**src/rtl/sync_fifo_pkg.sv**
```systemverilog
// Shared constants and operation decode for the synchronous FIFO.
`timescale 1ns/1ps
package sync_fifo_pkg;

    localparam int ADR_BIT = 6;
    localparam int DAT_BIT = 32;
    localparam int WEN_BIT = 1;
    localparam int DEPTH   = 2 ** ADR_BIT;

    typedef enum logic [1:0] {
        OP_IDLE = 2'd0,
        OP_PUSH = 2'd1,
        OP_POP  = 2'd2
    } op_e;

    // Requests that would overflow or underflow collapse to idle.
    function automatic op_e decode_op(input logic cs_any, input logic wr_any,
                                      input logic full, input logic empty);
        op_e op;
        op = OP_IDLE;
        if (cs_any && wr_any && !full) begin
            op = OP_PUSH;
        end else if (cs_any && !wr_any && !empty) begin
            op = OP_POP;
        end else begin
            op = OP_IDLE;
        end
        return op;
    endfunction

endpackage

```
**src/rtl/sync_fifo_mem.sv**
```systemverilog
// FIFO storage: one synchronous write port and one registered read port.
`timescale 1ns/1ps
module sync_fifo_mem #(
    parameter int ADR_BIT = sync_fifo_pkg::ADR_BIT,
    parameter int DAT_BIT = sync_fifo_pkg::DAT_BIT
) (
    input  logic               clk,
    input  logic               rst,
    input  logic               we_i,
    input  logic [ADR_BIT-1:0] waddr_i,
    input  logic [DAT_BIT-1:0] wdata_i,
    input  logic               re_i,
    input  logic [ADR_BIT-1:0] raddr_i,
    output logic [DAT_BIT-1:0] rdata_o
);

    logic [DAT_BIT-1:0] mem_q [2**ADR_BIT];
    logic [DAT_BIT-1:0] rdata_q;

    // Storage array write; contents deliberately survive reset.
    always_ff @(posedge clk) begin
        if (we_i) begin
            mem_q[waddr_i] <= wdata_i;
        end
    end

    // Read data register holds its value between pops.
    always_ff @(posedge clk) begin
        if (rst) begin
            rdata_q <= {DAT_BIT{1'b0}};
        end else if (re_i) begin
            rdata_q <= mem_q[raddr_i];
        end
    end

    assign rdata_o = rdata_q;

endmodule

```
**src/rtl/sync_fifo.sv**
```systemverilog
// Synchronous single-clock FIFO: pointers, occupancy count and flags around sync_fifo_mem.
`timescale 1ns/1ps
module sync_fifo #(
    parameter int ADR_BIT = sync_fifo_pkg::ADR_BIT,
    parameter int DAT_BIT = sync_fifo_pkg::DAT_BIT,
    parameter int WEN_BIT = sync_fifo_pkg::WEN_BIT
) (
    input  logic               clk,
    input  logic               rst,
    input  logic [WEN_BIT-1:0] cs_en,
    input  logic [WEN_BIT-1:0] wr_en,
    input  logic [DAT_BIT-1:0] wr_dat,
    output logic [DAT_BIT-1:0] rd_dat,
    output logic               fifo_full,
    output logic               fifo_empty,
    output logic [ADR_BIT:0]   fifo_count
);

    localparam int DEPTH = 2 ** ADR_BIT;

    logic [ADR_BIT-1:0] wptr_q, wptr_d;
    logic [ADR_BIT-1:0] rptr_q, rptr_d;
    logic [ADR_BIT:0]   count_q, count_d;
    logic               full_s, empty_s;
    logic               push_s, pop_s;
    sync_fifo_pkg::op_e op_s;

    assign full_s  = (count_q == (ADR_BIT+1)'(DEPTH));
    assign empty_s = (count_q == {(ADR_BIT+1){1'b0}});
    assign op_s    = sync_fifo_pkg::decode_op(|cs_en, |wr_en, full_s, empty_s);
    assign push_s  = (op_s == sync_fifo_pkg::OP_PUSH) && !rst;
    assign pop_s   = (op_s == sync_fifo_pkg::OP_POP) && !rst;

    // Next-state for pointers and count; pointers wrap naturally at DEPTH.
    always_comb begin
        wptr_d  = wptr_q;
        rptr_d  = rptr_q;
        count_d = count_q;
        case (op_s)
            sync_fifo_pkg::OP_PUSH: begin
                wptr_d  = wptr_q + ADR_BIT'(1);
                count_d = count_q + (ADR_BIT+1)'(1);
            end
            sync_fifo_pkg::OP_POP: begin
                rptr_d  = rptr_q + ADR_BIT'(1);
                count_d = count_q - (ADR_BIT+1)'(1);
            end
            default: begin
                wptr_d  = wptr_q;
                rptr_d  = rptr_q;
                count_d = count_q;
            end
        endcase
    end

    // Pointer and count registers.
    always_ff @(posedge clk) begin
        if (rst) begin
            wptr_q  <= {ADR_BIT{1'b0}};
            rptr_q  <= {ADR_BIT{1'b0}};
            count_q <= {(ADR_BIT+1){1'b0}};
        end else begin
            wptr_q  <= wptr_d;
            rptr_q  <= rptr_d;
            count_q <= count_d;
        end
    end

    sync_fifo_mem #(
        .ADR_BIT (ADR_BIT),
        .DAT_BIT (DAT_BIT)
    ) u_mem (
        .clk     (clk),
        .rst     (rst),
        .we_i    (push_s),
        .waddr_i (wptr_q),
        .wdata_i (wr_dat),
        .re_i    (pop_s),
        .raddr_i (rptr_q),
        .rdata_o (rd_dat)
    );

    assign fifo_full  = full_s;
    assign fifo_empty = empty_s;
    assign fifo_count = count_q;

endmodule

```
**config.mk**
```make
export PLATFORM = sky130hd
export DESIGN_NAME = sync_fifo
export DESIGN_NICKNAME = d
export VERILOG_FILES = /design/src/rtl/sync_fifo_pkg.sv /design/src/rtl/sync_fifo_mem.sv /design/src/rtl/sync_fifo.sv
export SDC_FILE = /design/constraint.sdc
export NUM_CORES = 2
export LEC_CHECK = 0
export ABC_AREA = 1
export CAP_MARGIN = 10
export CORE_MARGIN = 2
export CORE_UTILIZATION = 55
export DETAILED_ROUTE_END_ITERATION = 6
export PLACE_DENSITY = 0.71
export SLEW_MARGIN = 25
export SYNTH_ARGS = -nofsm -noshare
export SYNTH_HDL_FRONTEND = slang
export SYNTH_SLANG_ARGS = --single-unit
```
**constraint.sdc**
```tcl
create_clock -name clk -period 4.4 [get_ports clk]
set_input_delay 0.66 -clock clk [delete_from_list [all_inputs] [get_ports clk]]
set_output_delay 0.66 -clock clk [all_outputs]
set_load 0.005 [all_outputs]
```
==> results by group <==
Outcome
  – Status: finished, violations left
  – Failing checks: design-rule violations

Detailed routing
  – DRC Markers: 2
  – Pre-Repair DR Iteration Count: 7
  – First DRT Iteration DRCs: around 9000
  – DRT antenna net count: 0
  – DR vias/cell: between 5 and 6
  – Total vias in the final route: between 60000 and 70000
  – Routed len/inst: 23.4 microns
  – Post-Route WL: ~250 mm

Timing
  – Setup violators final: 0
  – Hold Vio Cnt, Final: 0
  – Slew Limit Fails: 0
  – Final Critical Period: ~3.3 ns
  – Rel. slew slack: 0.271
  – Total negative slack: 0 ns
  – Fin crit share: 0.740
  – Setup Skew: approximately 0.036 ns
  – RSZ-0062 raised after global routing: no
  – Slew @ Worst Pin: approximately 1.1 ns
  – Maximum operating frequency: 307 MHz

Floorplan
  – Std cell rows: 147
  – Die X: about 410 microns
  – I/O pins: 77
  – Chip height: 405 microns
  – Initial core utilization: 0.553
  – Core Area: around 160000 sq um
  – Die area: about 160000 sq um

Yosys
  – Register area share after synthesis: 0.705
  – Yosys warns: 0
  – Cell count after synthesis: ~8300
  – Area leader, netlist: edfxtp_1
  – Share of the synthesized area in the top cell type: 0.694
  – Synth Register Bits: between 2000 and 2500
  – Top cells by area, synth: edfxtp_1 69%, nand2_1 12%, nand3_1 6.0%
  – Avg Cell Area, Syn: about 11 sq um
  – Area of the mapped netlist: 88600 sq um
  – Synth unique cells: 33
  – Post-Syn Nets: ~8300

Clocking
  – Htree depth: 4
  – CTS tree: built
  – Hold_buf cts: 0
  – Worst-Skew Late Latency: approximately 0.85 ns
  – CTS Buf Count: between 200 and 250
  – Clock-pin slew on the worst setup and hold paths: 0.06 ns
  – Post-CTS Resized: 0
  – Clock root buffer: clkbuf_16
  – Sink Count: roughly 2100
  – CTS Buffer Depth: 3
  – Setup Buffers After CTS: 0

Place
  – DP Wirelength: around 140 mm
  – Placed inst area: ~92000 sq um
  – Final RePlAce weighted congestion: approximately 0.97
  – I/O Buffers: 76

Worst setup path
  – CP Capture Type: flip-flop
  – Worst Path Arrival: approximately 4.0 ns
  – Crit Path Max Fanout: 66
  – Crit path kind: flip-flop to flip-flop
  – Startpoint class of the critical path: flip-flop
  – Required time of the critical path: 5.18 ns

Cells and area
  – Number of fill cells: roughly 12000
  – Share of cells above drive strength 1: 0.0700
  – Final Cell Area: 98500 sq um
  – Layout Area Growth over Synthesis: 11.1%
  – Fin nets: around 8400

Global route
  – First-pass GRT wire length: 362 mm
  – Global-route usage over all layers: 0.302
  – Vias in the first global route: ~56000
  – Initial antenna violation count: 13
  – Largest net degree at the start of global routing: between 100 and 150
  – GR Overflow Total: 0

Power and ir drop
  – LEAKAGE: 38.8 nW
  – Combinational cell fraction of total power: 0.092
  – Internal power: between 30 and 40 mW
  – Reg power frac: 0.511
  – Sw Share: 0.244
  – Clock Power Share: 0.398
  – Net Sw Power: 10.6 mW
  – Pwr Density: roughly 440 nW/um^2
  – Peak supply drop: roughly 0.48 mV

Min path
  – Worst hold path type: input port to flip-flop

Job
  – MaxCap Viol Count: 0
power by group through the flow:
| stage | logic [mW] | registers [mW] | clock network, mW |
|---|---|---|---|
| after CTS | 3.92 | 22.1 | 17.3 |
| final | 3.97 | 22.1 | 17.2 |
| after floorplan | 2.38 | 22.5 | 0 |
| after detailed placement | 3.90 | 22.5 | 0 |
| after global routing | 4.30 | 22.1 | 18.0 |
| after global placement | 3.84 | 22.5 | 0 |
placed cells by master (no fill, tap or decap), drive strengths merged, types with 44 or more instances in the layout:
master         instances
buf                  213
inv                  878
clkbuf               263
nor2                 592
clkdlybuf4s50         44
nand2               2872
clkinv                83
a21oi                144
edfxtp              2048
nand3               1068
dfxtp                 51
o21ai                178
metal layers:
layer | routed length, microns | global-route usage | vias up
met5 | 20 | 0 | -
met2 | 111000 | 0.452 | 3490
met1 | 96900 | 0.429 | 28800
li1 | - | - | 27400
met4 | 10200 | 0.122 | 4
met3 | 31500 | 0.0721 | 478
registers in the layout (all words and copies together), names as in the netlist:
| register | count |
|---|---|
| fifo_count | 7 |
| rptr_q | 6 |
| u_mem.mem_q | 2048 |
| u_mem.rdata_o | 32 |
| wptr_q | 6 |
through the flow:
step,worst slack [ns],power (mW),utilization,hold WS [ns],instances
after detailed placement,0.765,26.4,0.573,0.512,10300
final,1.15,43.3,0.614,0.180,10700
after global routing,1.06,44.4,0.614,0.169,10700
after CTS,1.24,43.3,0.614,0.132,10700
after floorplan,0.383,24.8,-,0.470,8304
after global placement,0.764,26.4,0.573,0.491,10300
Yosys cell counts:
cell type / count
nand2_1: 2871
a21oi_1: 144
fa_1: 1
nor2_1: 589
ha_1: 7
nor3_2: 1
a21o_1: 1
nand2_2: 1
nor2_4: 3
buf_6: 61
dfxtp_1: 51
nand4_1: 2
o21ai_0: 170
buf_8: 2
o22ai_1: 1
nand3_1: 1068
xnor2_1: 2
xor2_1: 3
buf_4: 45
inv_4: 2
nand4_2: 1
clkbuf_1: 101
o21bai_1: 1
inv_2: 1
clkinv_1: 2
nor3_1: 14
inv_1: 864
o21ai_1: 8
or2_4: 1
nor3_4: 1
buf_1: 54
edfxtp_1: 2048
buf_2: 183
worst paths after layout:
path         slack, ns           from  cells past startpoint                  end
max               1.15      rptr_q[2]                     11     u_mem.rdata_o[2]
min               0.18     wr_dat[21]                      1  u_mem.mem_q[54][21]
max reg2reg       1.15      rptr_q[2]                     11     u_mem.rdata_o[2]
min reg2reg       0.53  fifo_count[0]                      1        fifo_count[0]
cell type report:
type,instances,area (sq um),share of cell area
Sequential cell,2099,62500,0.635
Inverter,869,3310,0.0336
Antenna cell,4,10.0,0.000102
Clock buffer,263,5470,0.0555
Timing Repair Buffer,257,2570,0.0261
Tap cell,2160,2700,0.0274
Clock inverter,117,1090,0.0110
Multi-Input combinational cell,4890,20800,0.211
cell families after synthesis:
logic type / Yosys count / synth area share
AOI/OAI and AO/OA: 325 / 0.0184
xor gates and xnor gates: 5 / 0.000494
adders and majority gates: 8 / 0.00121
buffers and inverters: 1315 / 0.0657
DFF: 2099 / 0.705
and+or+nand+nor: 4552 / 0.209
worst max-delay path: stages, from the launching register on:
cell and delay (ns):
dfxtp_4 0.39, inv_6 0.44, nand2_4 0.46, buf_12 0.33, buf_4 0.25, a21oi_1 0.57
nor2_1 0.14, nand2_1 0.09, nand3_1 0.11, nand3_1 0.21, nand2_1 0.08, inv_1 0.05
No activity file was read; power rests on OpenSTA's default activity.
